## src/rtl/mem_access_stage.sv

```systemverilog
// Memory-access pipeline stage: runs loads, stores and I/O transfers over the 8-bit system bus,
// splitting 16-bit accesses into two byte cycles and stalling upstream until completion.
module mem_access_stage (
  input  logic        CLK,
  input  logic        RST,
  // EXE/MEM latch outputs
  input  logic [4:0]  Wr_id_in,
  input  logic [7:0]  Fmask_in,
  input  logic [7:0]  Flags_in,
  input  logic        EOI_in,
  input  logic [6:0]  MEMctrl_in,
  input  logic [15:0] Result_in,
  input  logic [15:0] Src1_in,
  input  logic [15:0] seqNPC_in,
  // System bus
  input  logic [7:0]  Bus_rdata,
  input  logic        Bus_ack,
  output logic        Bus_req,
  output logic        Bus_rd,
  output logic        Bus_wr,
  output logic        Bus_io,
  output logic [15:0] Bus_addr,
  output logic [7:0]  Bus_wdata,
  // Pipeline control and write-back
  output logic        Stall_out,
  output logic [4:0]  Wr_id_out,
  output logic [7:0]  Fmask_out,
  output logic [7:0]  Flags_out,
  output logic        EOI_out,
  output logic [15:0] Data_out,
  output logic        Valid_out
);

  localparam logic [1:0] IDLE = 2'd0;
  localparam logic [1:0] ACC0 = 2'd1;
  localparam logic [1:0] ACC1 = 2'd2;
  localparam logic [1:0] DONE = 2'd3;

  logic [1:0]  state_q, state_d;

  logic        access_op;
  logic        is_read;
  logic        is_io;
  logic        is_word;
  logic [15:0] store_data;
  logic        ack_valid;
  logic        load_out;
  logic        unused_ctrl;

  logic        bus_req_q, bus_req_d;
  logic        bus_rd_q, bus_rd_d;
  logic        bus_wr_q, bus_wr_d;
  logic        bus_io_q, bus_io_d;
  logic [15:0] bus_addr_q, bus_addr_d;
  logic [7:0]  bus_wdata_q, bus_wdata_d;

  logic [7:0]  byte0_q, byte1_q;

  logic [4:0]  wr_id_q;
  logic [7:0]  fmask_q;
  logic [7:0]  flags_q;
  logic        eoi_q;
  logic [15:0] data_q, data_d;
  logic        valid_q;

  assign unused_ctrl = MEMctrl_in[5];

  // Read wins over write; memory space wins over I/O space within the chosen direction.
  always_comb begin
    access_op  = |MEMctrl_in[3:0];
    is_read    = MEMctrl_in[0] | MEMctrl_in[2];
    is_io      = is_read ? ~MEMctrl_in[0] : ~MEMctrl_in[1];
    is_word    = MEMctrl_in[4];
    store_data = MEMctrl_in[6] ? seqNPC_in : Src1_in;
  end

  // Bus_req mirrors ACC0/ACC1, so an ack outside an access cycle never advances the FSM.
  assign ack_valid = Bus_ack & bus_req_q;

  always_comb begin
    state_d = state_q;
    case (state_q)
      IDLE: begin
        if (access_op) begin
          state_d = ACC0;
        end
      end
      ACC0: begin
        if (ack_valid) begin
          state_d = is_word ? ACC1 : DONE;
        end
      end
      ACC1: begin
        if (ack_valid) begin
          state_d = DONE;
        end
      end
      DONE:    state_d = IDLE;
      default: state_d = IDLE;
    endcase
  end

  // Reset forces the stall low as well, so every output reads zero while RST is held.
  assign Stall_out = RST & (((state_q == IDLE) & access_op) | (state_q == ACC0) |
                            (state_q == ACC1));

  assign load_out = ~Stall_out;

  // Bus outputs are registered from the next state so they are valid throughout ACC0/ACC1.
  always_comb begin
    bus_req_d   = 1'b0;
    bus_rd_d    = 1'b0;
    bus_wr_d    = 1'b0;
    bus_io_d    = 1'b0;
    bus_addr_d  = 16'h0000;
    bus_wdata_d = 8'h00;
    if ((state_d == ACC0) || (state_d == ACC1)) begin
      bus_req_d = 1'b1;
      bus_rd_d  = is_read;
      bus_wr_d  = ~is_read;
      bus_io_d  = is_io;
      if (state_d == ACC1) begin
        bus_addr_d  = Result_in + 16'd1;
        bus_wdata_d = is_read ? 8'h00 : store_data[15:8];
      end else begin
        bus_addr_d  = Result_in;
        bus_wdata_d = is_read ? 8'h00 : store_data[7:0];
      end
    end
  end

  always_comb begin
    data_d = Result_in;
    if (access_op && is_read) begin
      data_d = is_word ? {byte1_q, byte0_q} : {8'h00, byte0_q};
    end
  end

  always_ff @(posedge CLK) begin
    if (!RST) begin
      state_q     <= IDLE;
      bus_req_q   <= 1'b0;
      bus_rd_q    <= 1'b0;
      bus_wr_q    <= 1'b0;
      bus_io_q    <= 1'b0;
      bus_addr_q  <= 16'h0000;
      bus_wdata_q <= 8'h00;
      byte0_q     <= 8'h00;
      byte1_q     <= 8'h00;
    end else begin
      state_q     <= state_d;
      bus_req_q   <= bus_req_d;
      bus_rd_q    <= bus_rd_d;
      bus_wr_q    <= bus_wr_d;
      bus_io_q    <= bus_io_d;
      bus_addr_q  <= bus_addr_d;
      bus_wdata_q <= bus_wdata_d;
      if (ack_valid && bus_rd_q && (state_q == ACC0)) begin
        byte0_q <= Bus_rdata;
      end
      if (ack_valid && bus_rd_q && (state_q == ACC1)) begin
        byte1_q <= Bus_rdata;
      end
    end
  end

  always_ff @(posedge CLK) begin
    if (!RST) begin
      wr_id_q <= 5'd0;
      fmask_q <= 8'h00;
      flags_q <= 8'h00;
      eoi_q   <= 1'b0;
      data_q  <= 16'h0000;
      valid_q <= 1'b0;
    end else if (load_out) begin
      wr_id_q <= Wr_id_in;
      fmask_q <= Fmask_in;
      flags_q <= Flags_in;
      eoi_q   <= EOI_in;
      data_q  <= data_d;
      valid_q <= 1'b1;
    end else begin
      valid_q <= 1'b0;
    end
  end

  assign Bus_req   = bus_req_q;
  assign Bus_rd    = bus_rd_q;
  assign Bus_wr    = bus_wr_q;
  assign Bus_io    = bus_io_q;
  assign Bus_addr  = bus_addr_q;
  assign Bus_wdata = bus_wdata_q;

  assign Wr_id_out = wr_id_q;
  assign Fmask_out = fmask_q;
  assign Flags_out = flags_q;
  assign EOI_out   = eoi_q;
  assign Data_out  = data_q;
  assign Valid_out = valid_q;

endmodule

```

## config.mk

```make
export PLATFORM = sky130hd
export DESIGN_NAME = mem_access_stage
export DESIGN_NICKNAME = d
export VERILOG_FILES = /design/src/rtl/mem_access_stage.sv
export SDC_FILE = /design/constraint.sdc
export NUM_CORES = 1
export LEC_CHECK = 0
export CAP_MARGIN = 20
export CELL_PAD_IN_SITES_DETAIL_PLACEMENT = 1
export CELL_PAD_IN_SITES_GLOBAL_PLACEMENT = 1
export CORE_MARGIN = 2
export CORE_UTILIZATION = 49
export DETAILED_ROUTE_END_ITERATION = 6
export DONT_BUFFER_PORTS = 1
export PLACE_DENSITY_LB_ADDON = 0.25
export SLEW_MARGIN = 30
export SYNTH_ARGS = -nofsm -noshare
export SYNTH_HDL_FRONTEND = slang
export SYNTH_SLANG_ARGS = --single-unit
```

## constraint.sdc

```tcl
create_clock -name CLK -period 8.64 [get_ports CLK]
set_input_delay 1.296 -clock CLK [delete_from_list [all_inputs] [get_ports CLK]]
set_output_delay 1.296 -clock CLK [all_outputs]
set_load 0.05 [all_outputs]
```

Yosys cells after proc, flatten, opt, wreduce, memory -nomap -nowiden
Cells that the tools add are included.
Word-level totals
  flip-flop bits (word level): 85
  input bits: 88
  output and inout bits: 68
  word-level logic and storage cells: 53
Cells by class
  $add $sub $neg: 1
  eq/ne operators: 5
  muxes and demuxes: 15
  bitwise operators: 9
  reductions and logical operators: 8
Operators by type and width (count)
  $mux W16: 4
  $mux W8: 3
  $add A16 B1 Y16 const B: 1
  $pmux W2 S4: 1
  $eq A2 B2 Y1 const B: 3
  $mux W2: 3
  $eq A2 B1 Y1 const B: 2
  $logic_and A1 B1 Y1: 4
  $mux W1: 4
  $reduce_or A4 Y1: 1
  $and A1 B1 Y1: 3
  $not A1 Y1: 3
  $or A1 B1 Y1: 3
  $logic_not A2 Y1: 1
  $reduce_and A2 Y1: 1
  $logic_or A1 B1 Y1: 1

Longest topological paths before layout
  word-level depth: 6
  mapped depth: 11

Least setup slack after synthesis
No wires, ideal clock.
  path kind: input-to-output
  start point: in MEMctrl_in[3]
  end point: out Stall_out
  data arrival time: 2.580 ns
  data required time: 7.344 ns
  slack: 4.764 ns
  stages: 6
  cell sequence: or4_1 > buf_2 > o21ai_2 > buf_6 > buf_6 > nor2_1
On the way
  word-level cells in the longest chain between the ends: 5
Ends and longest elaborated chain
  start, declared: RTL line 11  | input logic [6:0] MEMctrl_in,
  $reduce_or A4 Y1: RTL line 70  | access_op = |MEMctrl_in[3:0];
  $and A1 B1 Y1: RTL line 104  | assign Stall_out = RST & (((state_q == IDLE) & access_op) | (state_q == ACC0) |
  $or A1 B1 Y1 (2 in a row): RTL line 104
  $and A1 B1 Y1: RTL line 104
  end, declared: RTL line 25  | output logic Stall_out,
Every way passes these cells.

Final worst setup path
Same ends and word-level chain as after synthesis.

==> PnR_summary.wiki <==
{| class="wikitable"
! Metric !! Value
|-
| Status || completed
|-
| Unrepaired setup endpoints after global routing || no
|-
| Endpoint of the worst hold-timing path || byte0_q[0]
|-
| Sink count of the clock tree || 85
|-
| Met1 track demand over resource in global routing || 0.348
|-
| Worst R2R Start || state_q[1]
|-
| Die ar. || 8810 sq um
|-
| Number of vias in the routed layout || 3426
|-
| Critical Setup Path Class || in2out
|-
| TritonRoute pass-1 iters || 5
|-
| Height of the die || 93.9 microns
|-
| Avg Synthesized Cell Area || 8.86 sq um
|-
| Warning count from the yosys run || 0
|-
| Element type at the critical path start || input pin
|-
| Element type at the critical path end || output pin
|-
| Proportion of netlist area held by the largest area contributor || 0.430
|-
| Count of flip-flops with a built-in enable after synthesis || 0
|-
| Crit Path Max Fanout || 24
|-
| Global route overflow || 0
|-
| Leakage || 1.29 nW
|-
| Cell count after synthesis || between 400 and 500
|-
| Delay of the slowest cell on the worst path || 520 ps
|-
| Total design power || 0.839 mW
|-
| Post-CTS setup repair buffer count || 0
|-
| Synth async-reset ratio || 0
|-
| Primary FF master, synth || sky130_fd_sc_hd__dfxtp_1
|-
| Leading cell types in the layout, fill and taps excluded || sky130_fd_sc_hd__dfxtp_1 (85), sky130_fd_sc_hd__nand3_1 (65), sky130_fd_sc_hd__o211ai_1 (38), sky130_fd_sc_hd__nand2_1 (29), sky130_fd_sc_hd__a31oi_1 (23)
|-
| Portion of the post-synthesis area used by sequential elements || 0.430
|-
| Floorplan Core Area || 7770 sq um
|-
| Hold Path Origin || byte0_q[0]
|-
| Library cell appearing most often on the critical path || sky130_fd_sc_hd__buf_4
|-
| Hold path cells || 2
|-
| Post-route setup TNS || 0 ps
|-
| Maximum vdd drop || 0.0000861 V
|-
| Actual transition at the worst max-transition pin || 880 ps
|-
| Worst clock skew || 15.7 ps
|-
| Count of final max-slew check failures || 0
|-
| Number of top-level design ports || 156
|-
| Vias in the first global route || 3443
|-
| Number of nets in the synthesized netlist || roughly 540
|-
| Final critical path time including I/O delays and setup || around 4100 ps
|-
| Largest net degree at the start of global routing || 41
|-
| Routed WL per cell || 22.7 microns
|-
| Number of placement rows || 32
|-
| All-Layer GR Usage || 0.265
|-
| Clock Latency Late Sink || ~370 ps
|-
| Fmax || ~240 MHz
|-
| Timing startpoint of the critical path || MEMctrl_in[3]
|-
| Clock Tree Buf Depth || 2
|-
| Number of nets in the finished design || 508
|-
| Number of diodes || 0
|-
| Number of antenna violations at the first check in global routing || 0
|-
| Slew headroom || 0.411
|-
| Share of final-layout standard cells stronger than drive strength 1 || 0.0855
|-
| FF+latch count, synth || 85
|-
| Reg2reg setup slack || 5400 ps
|-
| Cell Area, Placed || slightly below 4000 sq um
|-
| Width of the chip || 93.9 microns
|-
| Dpl cells || 508
|-
| Layer carrying the most global-route usage || met2
|-
| Power density relative to cell area || 202 nW/um^2
|-
| Tcrit/Tclk final || 0.478
|-
| Final RePlAce weighted congestion || 0.842
|-
| Unique cell type count in the Yosys netlist || 37
|-
| Clock tree root driver cell || sky130_fd_sc_hd__clkbuf_8
|-
| R2r worst-path depth || 8
|-
| Clock transition at the registers of the reported paths || 80 ps
|-
| Wire length of the first global-routing pass || 18500 microns
|-
| Number of routed nets with antenna violations || 0
|-
| Post-Layout Inst Area || 4150 sq um
|-
| Final setup violation count || 0
|-
| Reg2Reg Capture Point || Bus_addr[13]
|-
| Mapped Area || ~4000 sq um
|-
| Hold-fix buffer count after cts || 0
|-
| Drt total wl || around 12000 microns
|-
| Finished Layout Cells || ~520
|-
| Arrival time of data at the critical path endpoint || 2840 ps
|-
| Final Hold Violating Endpoints || 0
|-
| Cell with the biggest individual delay on the critical path || sky130_fd_sc_hd__or4_1
|-
| CTS H-Tree Depth || 3
|-
| Largest cells by area after synthesis || sky130_fd_sc_hd__dfxtp_1 (43%), sky130_fd_sc_hd__nand3_1 (8.2%), sky130_fd_sc_hd__o211ai_1 (7.2%)
|-
| Synthesis-to-finish area growth || 4.71%
|-
| Hold crit path type || reg2reg
|-
| Number of remaining DRC errors || 0
|-
| HPWL after DPL || 8460 microns
|-
| Initial cell density of the core || 0.510
|-
| Vias per cell || between 6 and 7
|-
| Max-capacitance violation count || 0
|-
| IO buf count || 0
|-
| Cells traversed along the worst timing path || or4_1 -> buf_4 -> o21ai_2 -> buf_4 -> nor2_1
|-
| Resized Gates After CTS || 0
|-
| Initial drt markers || 132
|-
| Library cell occupying the most area in the post-synthesis netlist || sky130_fd_sc_hd__dfxtp_1
|-
| Most frequent standard cell in the layout excluding fill and tap cells || sky130_fd_sc_hd__dfxtp_1
|-
| Routing usage on met2 || 0.426
|-
| CTS tree || done
|-
| CTS buffer count || 9
|-
| Global routing usage on met3 || 0.0835
|-
| CP required || 7340 ps
|}
worst max-delay path, delay by kind of cell:
| family | cells | cell delay [ps] |
|---|---|---|
| buf+inv | 2 | 570 |
| simple gates | 2 | 800 |
| compound gates | 1 | 140 |
how the worst max path moves through the flow:
| stage | end | slack (ps) | cells after the start |
|---|---|---|---|
| 4_1_cts | Stall_out | 4520 | 5 |
| 6_report | Stall_out | 4510 | 5 |
| 3_5_place_dp | Bus_addr[11] | 4510 | 8 |
| 3_3_place_gp | Stall_out | 4560 | 5 |
| 5_1_grt | Stall_out | 4430 | 5 |
| 2_1_floorplan | Stall_out | 4760 | 6 |
where the power goes:
part	switching [mW]	total, mW	internal (mW)
Combinational	0.0508	0.0780	0.0272
Sequential	0.0612	0.468	0.407
Clock	0.152	0.293	0.141
Total	0.264	0.839	0.576
metrics by stage:
stage / worst slack (ps) / hold WS [ps] / util
global placement: 4560 / 464 / 0.508
global route: 4430 / 507 / 0.534
CTS: 4520 / 484 / 0.534
detailed placement: 4510 / 473 / 0.508
floorplan: 4760 / 454 / -
finish: 4510 / 485 / 0.534
flip-flops by register name (all words and copies together) (netlist names):
register / flops
Bus_addr: 16
Bus_io: 1
Bus_rd: 1
Bus_req: 1
Bus_wdata: 8
Bus_wr: 1
Data_out: 16
EOI_out: 1
Flags_out: 8
Fmask_out: 8
Valid_out: 1
Wr_id_out: 5
byte0_q: 8
byte1_q: 8
state_q: 2
routing by layer:
| metal | part of all wire | routed length, microns |
|---|---|---|
| met5 | 0 | 0 |
| met4 | 0.011 | 132 |
| met3 | 0.091 | 1080 |
| met2 | 0.48 | 5690 |
| met1 | 0.42 | 4950 |
Yosys cell counts, types with 7 or more instances:
cell / number
sky130_fd_sc_hd__dfxtp_1: 85
sky130_fd_sc_hd__nand3_1: 65
sky130_fd_sc_hd__clkbuf_1: 39
sky130_fd_sc_hd__o211ai_1: 38
sky130_fd_sc_hd__nand2_1: 29
sky130_fd_sc_hd__a31oi_1: 23
sky130_fd_sc_hd__a21oi_1: 22
sky130_fd_sc_hd__mux2i_1: 22
sky130_fd_sc_hd__o21ai_0: 17
sky130_fd_sc_hd__and3_1: 9
sky130_fd_sc_hd__nor2_1: 9
sky130_fd_sc_hd__or3_1: 9
sky130_fd_sc_hd__mux4_2: 8
sky130_fd_sc_hd__o2bb2ai_1: 8
sky130_fd_sc_hd__nand2b_1: 7
sky130_fd_sc_hd__nor4_1: 7
cells by family (layout without fill, tap and decap cells):
logic type,after synthesis,in the layout,share of synthesized area
and+or+nand+nor,156,156,0.205
adders and majority gates,3,3,0.00948
DFF,85,85,0.430
xor gates and xnor gates,3,3,0.00664
buffers and inverters,53,27,0.0553
muxes,30,30,0.101
AOI/OAI and AO/OA,117,117,0.193
cell type report:
cell class	count	area (sq um)
Tap cell	102	128
Inverter	5	18.8
Multi-Input combinational cell	309	2050
Sequential cell	85	1700
Clock buffer	10	138
Clock inverter	5	60.1
Fill cell	893	3620
Timing Repair Buffer	7	52.6
Power figures use the tool's default switching activity.
